## src/rtl/ahb_decode_mux_n_if.sv

```systemverilog
// AHB-Lite bus bundle between the master port, the decoder/mux and up to 8 slaves.
// Signal names keep the AHB spelling used by the surrounding SoC.
interface ahb_decode_mux_n_if #(
    parameter int unsigned NUM_SLAVES = 4,
    parameter int unsigned ADDR_W     = 32,
    parameter int unsigned DATA_W     = 32
);
    logic [ADDR_W-1:0]            HADDR;
    logic [1:0]                   HTRANS;
    logic                         HREADY;
    logic [NUM_SLAVES-1:0]        HSEL;
    logic [NUM_SLAVES*DATA_W-1:0] HRDATA_S;
    logic [NUM_SLAVES-1:0]        HREADYOUT_S;
    logic [NUM_SLAVES-1:0]        HRESP_S;
    logic [DATA_W-1:0]            HRDATA;
    logic                         HRESP;

    modport master (
        output HADDR, HTRANS, HRDATA_S, HREADYOUT_S, HRESP_S,
        input  HREADY, HSEL, HRDATA, HRESP
    );

    modport slave (
        input  HADDR, HTRANS, HRDATA_S, HREADYOUT_S, HRESP_S,
        output HREADY, HSEL, HRDATA, HRESP
    );
endinterface

```

## src/rtl/ahb_decode_mux_n.sv

```systemverilog
// AHB-Lite address decoder + slave response mux with built-in default slave.
// Define AHB_DECODE_MUX_ERR_RESP_EN for the two-cycle ERROR on unmapped NONSEQ/SEQ.
module ahb_decode_mux_n #(
    parameter int unsigned NUM_SLAVES = 4,
    parameter int unsigned ADDR_W     = 32,
    parameter int unsigned DATA_W     = 32,
    parameter logic [NUM_SLAVES*ADDR_W-1:0] SLAVE_BASE =
        {32'h4000_0000, 32'h2000_0000, 32'h1000_0000, 32'h0000_0000},
    parameter logic [NUM_SLAVES*ADDR_W-1:0] SLAVE_MASK = {4{32'hF000_0000}}
) (
    input  logic               HCLK,
    input  logic               HRESET,
    ahb_decode_mux_n_if.slave  bus
);
    localparam int unsigned SEL_W = $clog2(NUM_SLAVES + 1);
    localparam logic [SEL_W-1:0] DEF_IDX = SEL_W'(NUM_SLAVES);

    logic [SEL_W-1:0]      dec_idx;
    logic                  dec_hit;
    logic [NUM_SLAVES-1:0] hsel;
    logic [SEL_W-1:0]      dsel;
    logic                  hready;
    logic                  hresp;
    logic [DATA_W-1:0]     hrdata;
    logic                  def_ready;
    logic                  def_resp;

    // Lowest matching slot wins; no match selects the default slave.
    always_comb begin
        dec_idx = DEF_IDX;
        dec_hit = 1'b0;
        hsel    = '0;
        for (int unsigned i = 0; i < NUM_SLAVES; i++) begin
            if (!dec_hit &&
                ((bus.HADDR & SLAVE_MASK[i*ADDR_W +: ADDR_W]) == SLAVE_BASE[i*ADDR_W +: ADDR_W])) begin
                dec_hit = 1'b1;
                dec_idx = SEL_W'(i);
                hsel[i] = 1'b1;
            end
        end
    end

    always_ff @(posedge HCLK or posedge HRESET) begin
        if (HRESET) begin
            dsel <= DEF_IDX;
        end else if (hready) begin
            dsel <= dec_idx;
        end
    end

    always_comb begin
        hrdata = '0;
        hready = def_ready;
        hresp  = def_resp;
        for (int unsigned i = 0; i < NUM_SLAVES; i++) begin
            if (dsel == SEL_W'(i)) begin
                hrdata = bus.HRDATA_S[i*DATA_W +: DATA_W];
                hready = bus.HREADYOUT_S[i];
                hresp  = bus.HRESP_S[i];
            end
        end
    end

`ifdef AHB_DECODE_MUX_ERR_RESP_EN
    typedef enum logic [1:0] {
        DS_IDLE,
        DS_ERR1,
        DS_ERR2
    } ds_state_t;

    ds_state_t ds_state;
    ds_state_t ds_state_nxt;
    logic      active;
    logic      capture_err;

    always_ff @(posedge HCLK or posedge HRESET) begin
        if (HRESET) begin
            active   <= 1'b0;
            ds_state <= DS_IDLE;
        end else begin
            if (hready) begin
                active <= bus.HTRANS[1];
            end
            ds_state <= ds_state_nxt;
        end
    end

    assign capture_err = hready && !dec_hit && bus.HTRANS[1];

    // Outputs kept apart from next-state so hready -> capture_err is not a loop.
    always_comb begin
        def_ready = 1'b1;
        def_resp  = 1'b0;
        case (ds_state)
            DS_ERR1: begin
                def_ready = !active;
                def_resp  = 1'b1;
            end
            DS_ERR2: def_resp = 1'b1;
            default: ;
        endcase
    end

    always_comb begin
        ds_state_nxt = ds_state;
        case (ds_state)
            DS_IDLE: if (capture_err) ds_state_nxt = DS_ERR1;
            DS_ERR1: ds_state_nxt = DS_ERR2;
            DS_ERR2: ds_state_nxt = capture_err ? DS_ERR1 : DS_IDLE;
            default: ds_state_nxt = DS_IDLE;
        endcase
    end
`else
    assign def_ready = 1'b1;
    assign def_resp  = 1'b0;
`endif

    assign bus.HSEL   = hsel;
    assign bus.HREADY = hready;
    assign bus.HRESP  = hresp;
    assign bus.HRDATA = hrdata;
endmodule

```

## src/flat_wrapper.sv

```systemverilog
// flat-port wrapper written by rule: the top's interface ports become plain ports
module ahb_decode_mux_n_flat 
#(
    parameter int unsigned NUM_SLAVES = 4,
    parameter int unsigned ADDR_W     = 32,
    parameter int unsigned DATA_W     = 32,
    parameter logic [NUM_SLAVES*ADDR_W-1:0] SLAVE_BASE =
        {32'h4000_0000, 32'h2000_0000, 32'h1000_0000, 32'h0000_0000},
    parameter logic [NUM_SLAVES*ADDR_W-1:0] SLAVE_MASK = {4{32'hF000_0000}}
)
  (HCLK, HRESET, bus_HADDR, bus_HTRANS, bus_HRDATA_S, bus_HREADYOUT_S, bus_HRESP_S, bus_HREADY, bus_HSEL, bus_HRDATA, bus_HRESP);
  ahb_decode_mux_n_if #(.NUM_SLAVES(NUM_SLAVES), .ADDR_W(ADDR_W), .DATA_W(DATA_W)) bus_i ();
  input  logic HCLK;
  input  logic HRESET;
  input wire logic [$bits(bus_i.HADDR)-1:0] bus_HADDR;
  input wire logic [$bits(bus_i.HTRANS)-1:0] bus_HTRANS;
  input wire logic [$bits(bus_i.HRDATA_S)-1:0] bus_HRDATA_S;
  input wire logic [$bits(bus_i.HREADYOUT_S)-1:0] bus_HREADYOUT_S;
  input wire logic [$bits(bus_i.HRESP_S)-1:0] bus_HRESP_S;
  output wire logic [$bits(bus_i.HREADY)-1:0] bus_HREADY;
  output wire logic [$bits(bus_i.HSEL)-1:0] bus_HSEL;
  output wire logic [$bits(bus_i.HRDATA)-1:0] bus_HRDATA;
  output wire logic [$bits(bus_i.HRESP)-1:0] bus_HRESP;
  assign bus_i.HADDR = bus_HADDR;
  assign bus_i.HTRANS = bus_HTRANS;
  assign bus_i.HRDATA_S = bus_HRDATA_S;
  assign bus_i.HREADYOUT_S = bus_HREADYOUT_S;
  assign bus_i.HRESP_S = bus_HRESP_S;
  assign bus_HREADY = bus_i.HREADY;
  assign bus_HSEL = bus_i.HSEL;
  assign bus_HRDATA = bus_i.HRDATA;
  assign bus_HRESP = bus_i.HRESP;
  ahb_decode_mux_n #(.NUM_SLAVES(NUM_SLAVES), .ADDR_W(ADDR_W), .DATA_W(DATA_W), .SLAVE_BASE(SLAVE_BASE), .SLAVE_MASK(SLAVE_MASK)) u_core (.HCLK(HCLK), .HRESET(HRESET), .bus(bus_i));
endmodule
```

## config.mk

```make
export PLATFORM = sky130hd
export DESIGN_NAME = ahb_decode_mux_n_flat
export DESIGN_NICKNAME = d
export VERILOG_FILES = /design/src/rtl/ahb_decode_mux_n_if.sv /design/src/rtl/ahb_decode_mux_n.sv /design/src/flat_wrapper.sv
export SDC_FILE = /design/constraint.sdc
export NUM_CORES = 1
export LEC_CHECK = 0
export CORE_AREA = 2 2 81 83
export DETAILED_ROUTE_END_ITERATION = 7
export DIE_AREA = 0 0 83 85
export DONT_BUFFER_PORTS = 1
export GPL_ROUTABILITY_DRIVEN = 0
export GPL_TIMING_DRIVEN = 0
export HOLD_SLACK_MARGIN = 0.06
export PLACE_DENSITY_LB_ADDON = 0.2
export SKIP_CTS_REPAIR_TIMING = 1
export SLEW_MARGIN = 40
export SYNTH_ARGS = -nofsm -noshare
export SYNTH_HDL_FRONTEND = slang
export SYNTH_SLANG_ARGS = --single-unit
```

## constraint.sdc

```tcl
create_clock -name HCLK -period 1.9 [get_ports HCLK]
set_clock_uncertainty 0.2 [all_clocks]
set_input_delay 0 -clock HCLK [delete_from_list [all_inputs] [get_ports HCLK]]
set_output_delay 0 -clock HCLK [all_outputs]
set_load 0.1 [all_outputs]
```

==> qor.yml <==
status:
  status: "complete, but fails checks"
  violations: "negative setup slack"
synthesis:
  yosysSeqAreaShare_pct: 6.06
  synth_nets: 274
  synth_area_per_cell_sq_um: 12.4
  yosysWarnings: 0
  synth_cell_types: 21
  ys_ff_latch: 3
  synth_area_sq_mm: 0.00126
  syn_inst: 102
global_routing:
  antenna_found_initial: 0
  track_usage_pct: 11.8
  overflow: 0
  grt_pass1_wl_mm: 6.52
  grt_max_degree: 11
  grt_pass1_vias: 1230
critical_path:
  critPathKind: "flop to primary output"
  crit_required_ns: 1.70
  regToRegEndpoint: "u_core.dsel[0]"
  end_kind: "primary output"
  startpoint_type: "flop"
  crit_fanout: 10
  r2r-start: "u_core.dsel[0]"
  r2r_cells: 6
  worst_ep_arrival_time_ns: 1.78
  reg2reg_slack_ns: 0.07
placed_design:
  dp_hpwl_mm: 4.09
  place_area_sq_mm: 0.00176
  io_buffers: 0
sta:
  min_period_over_period_pct: 104
  timing.fmax_mhz: 504
  setup_viol: 33
  layout_setup_ws_ns: -0.0823
  rsz0062_at_grt: "yes"
  hold-worst-slack_ns: 0.0465
  finalMaxSlewViolations: 0
  setup-tns-final_ns: -1.89
  finalCriticalPeriod_ns: 1.98
  tightest_slew_ns: 0.632
  relSlewSlack_pct: 57.8
  final_hold_viol_count: 0
floorplan:
  die_w_microns: 83
  num_rows: 29
  start_util_pct: 20.3
  die_y_microns: 85
  io-pin-count: 210
  coreArea_sq_mm: 0.00620
  die_area_sq_mm: 0.00706
clocking:
  cts.sinks: 3
  clockRootBuffer: "clkbuf_8"
  clock_latency_ns: 0.21
  path_clk_slew_ns: 0.03
  clock_path_buffers: 2
  h-tree-depth: 1
  cts_made_buffers: 3
  cts_tree: "done"
detailed_routing:
  detail_route.vias_per_cell: 5.32
  wirelength_mm: 4.61
  wl_per_cell_microns: 23.2
  drt-pass1-iter-count: 2
  ant_nets: 0
  drt_iter0_markers: 9
  vias: 1058
  drc_errors: 0
layout:
  syn_to_final_growth_pct: 54.6
  finalInstanceArea_sq_mm: 0.00195
  utilization_pct: 31.4
  final_cell_mix: "mux4_2, nor2b_4, dlygate4sd3_1"
  reg_top3: "u_core.dsel (3)"
  largest_register_ffs: 3
  diodes: 0
  final_nets: 295
  drive_gt1_share_pct: 79.5
  regMostFlops: "u_core.dsel"
hold_path:
  hp-class: "primary input to asynchronous set/reset pin"
job:
  max_cap_violations: 0
power:
  vdd_drop_max_uv: 385
  powerDensity_mw_per_mm2: 842
  p_leak_nw: 0.695
  total_power_w: 0.00164
[layer usage]
layer  GRT usage [%]  part of all wire (%)  vias to the layer above
met2            23.5                    57                      111
li1                -                     -                      450
met5               0                     0                        -
met4            2.83                  0.50                        0
met3            4.28                    12                        2
met1            11.5                    30                      495
[per-stage QoR]
step           setup slack, ns  std cells
3_3_place_gp            -0.565        179
4_1_cts                 -0.117        188
2_1_floorplan           -0.449        102
5_1_grt                 -0.121        199
3_5_place_dp             0.115        184
6_report               -0.0823        199
[critical path: stages, from the launching register on]
cell     delay (ns)
dfrtp_1        0.38
buf_12         0.15
buf_12         0.15
mux4_2         0.34
nor2b_4        0.54
[report_power, final]
group	leakage [nW]	switching, W	internal (W)
registers	0.0375	0.0000171	0.0000741
clock network	0.0228	0.0000409	0.000143
logic	0.634	0.000973	0.000392
[Yosys cell counts]
master    instances  area [sq um]
a21oi_1           1          5.00
a22oi_1           1          7.51
a22oi_2           1          12.5
buf_2             4          20.0
buf_6             4          45.0
clkbuf_1          6          22.5
dfrtp_1           2          50.1
dfstp_2           1          26.3
inv_1             1          3.75
maj3_1            1          10.0
mux2_2            1          11.3
mux2i_1           2          20.0
mux4_2           33           743
nor2_1            2          7.51
nor2b_1          34           213
nor3_1            1          5.00
nor4_1            1          6.26
nor4b_1           3          26.3
o21a_1            1          7.51
xnor2_1           1          8.76
xor2_1            1          8.76
[layout make-up]
| type | count | area [sq um] |
|---|---|---|
| Buffer | 14 | 133 |
| Clock buffer | 4 | 45.0 |
| Fill cell | 638 | 4260 |
| Inverter | 1 | 3.75 |
| Multi-Input combinational cell | 84 | 1410 |
| Sequential cell | 3 | 76.3 |
| Tap cell | 77 | 96.3 |
| Timing Repair Buffer | 16 | 188 |
[worst max-delay path by stage]
stage	startpoint	end	slack (ns)	cells past startpoint
2_1_floorplan	bus_HADDR[30]	bus_HSEL[3]	-0.45	2
3_3_place_gp	u_core.dsel[2]	u_core.dsel[0]	-0.57	3
3_5_place_dp	u_core.dsel[0]	bus_HRDATA[4]	0.11	4
4_1_cts	u_core.dsel[0]	bus_HRDATA[4]	-0.12	4
5_1_grt	u_core.dsel[0]	bus_HRDATA[17]	-0.12	4
6_report	u_core.dsel[0]	bus_HRDATA[4]	-0.08	4
[logic make-up after synthesis]
logic type | share of synthesized area, %
buffers and inverters | 7.25
AND/OR/NAND/NOR | 20.5
AO/OA/AOI/OAI | 2.58
adder cells (fa/ha/maj) | 0.794
flip-flops | 6.06
XOR/XNOR | 1.39
multiplexers | 61.5
No activity file was read; power rests on OpenSTA's default activity.
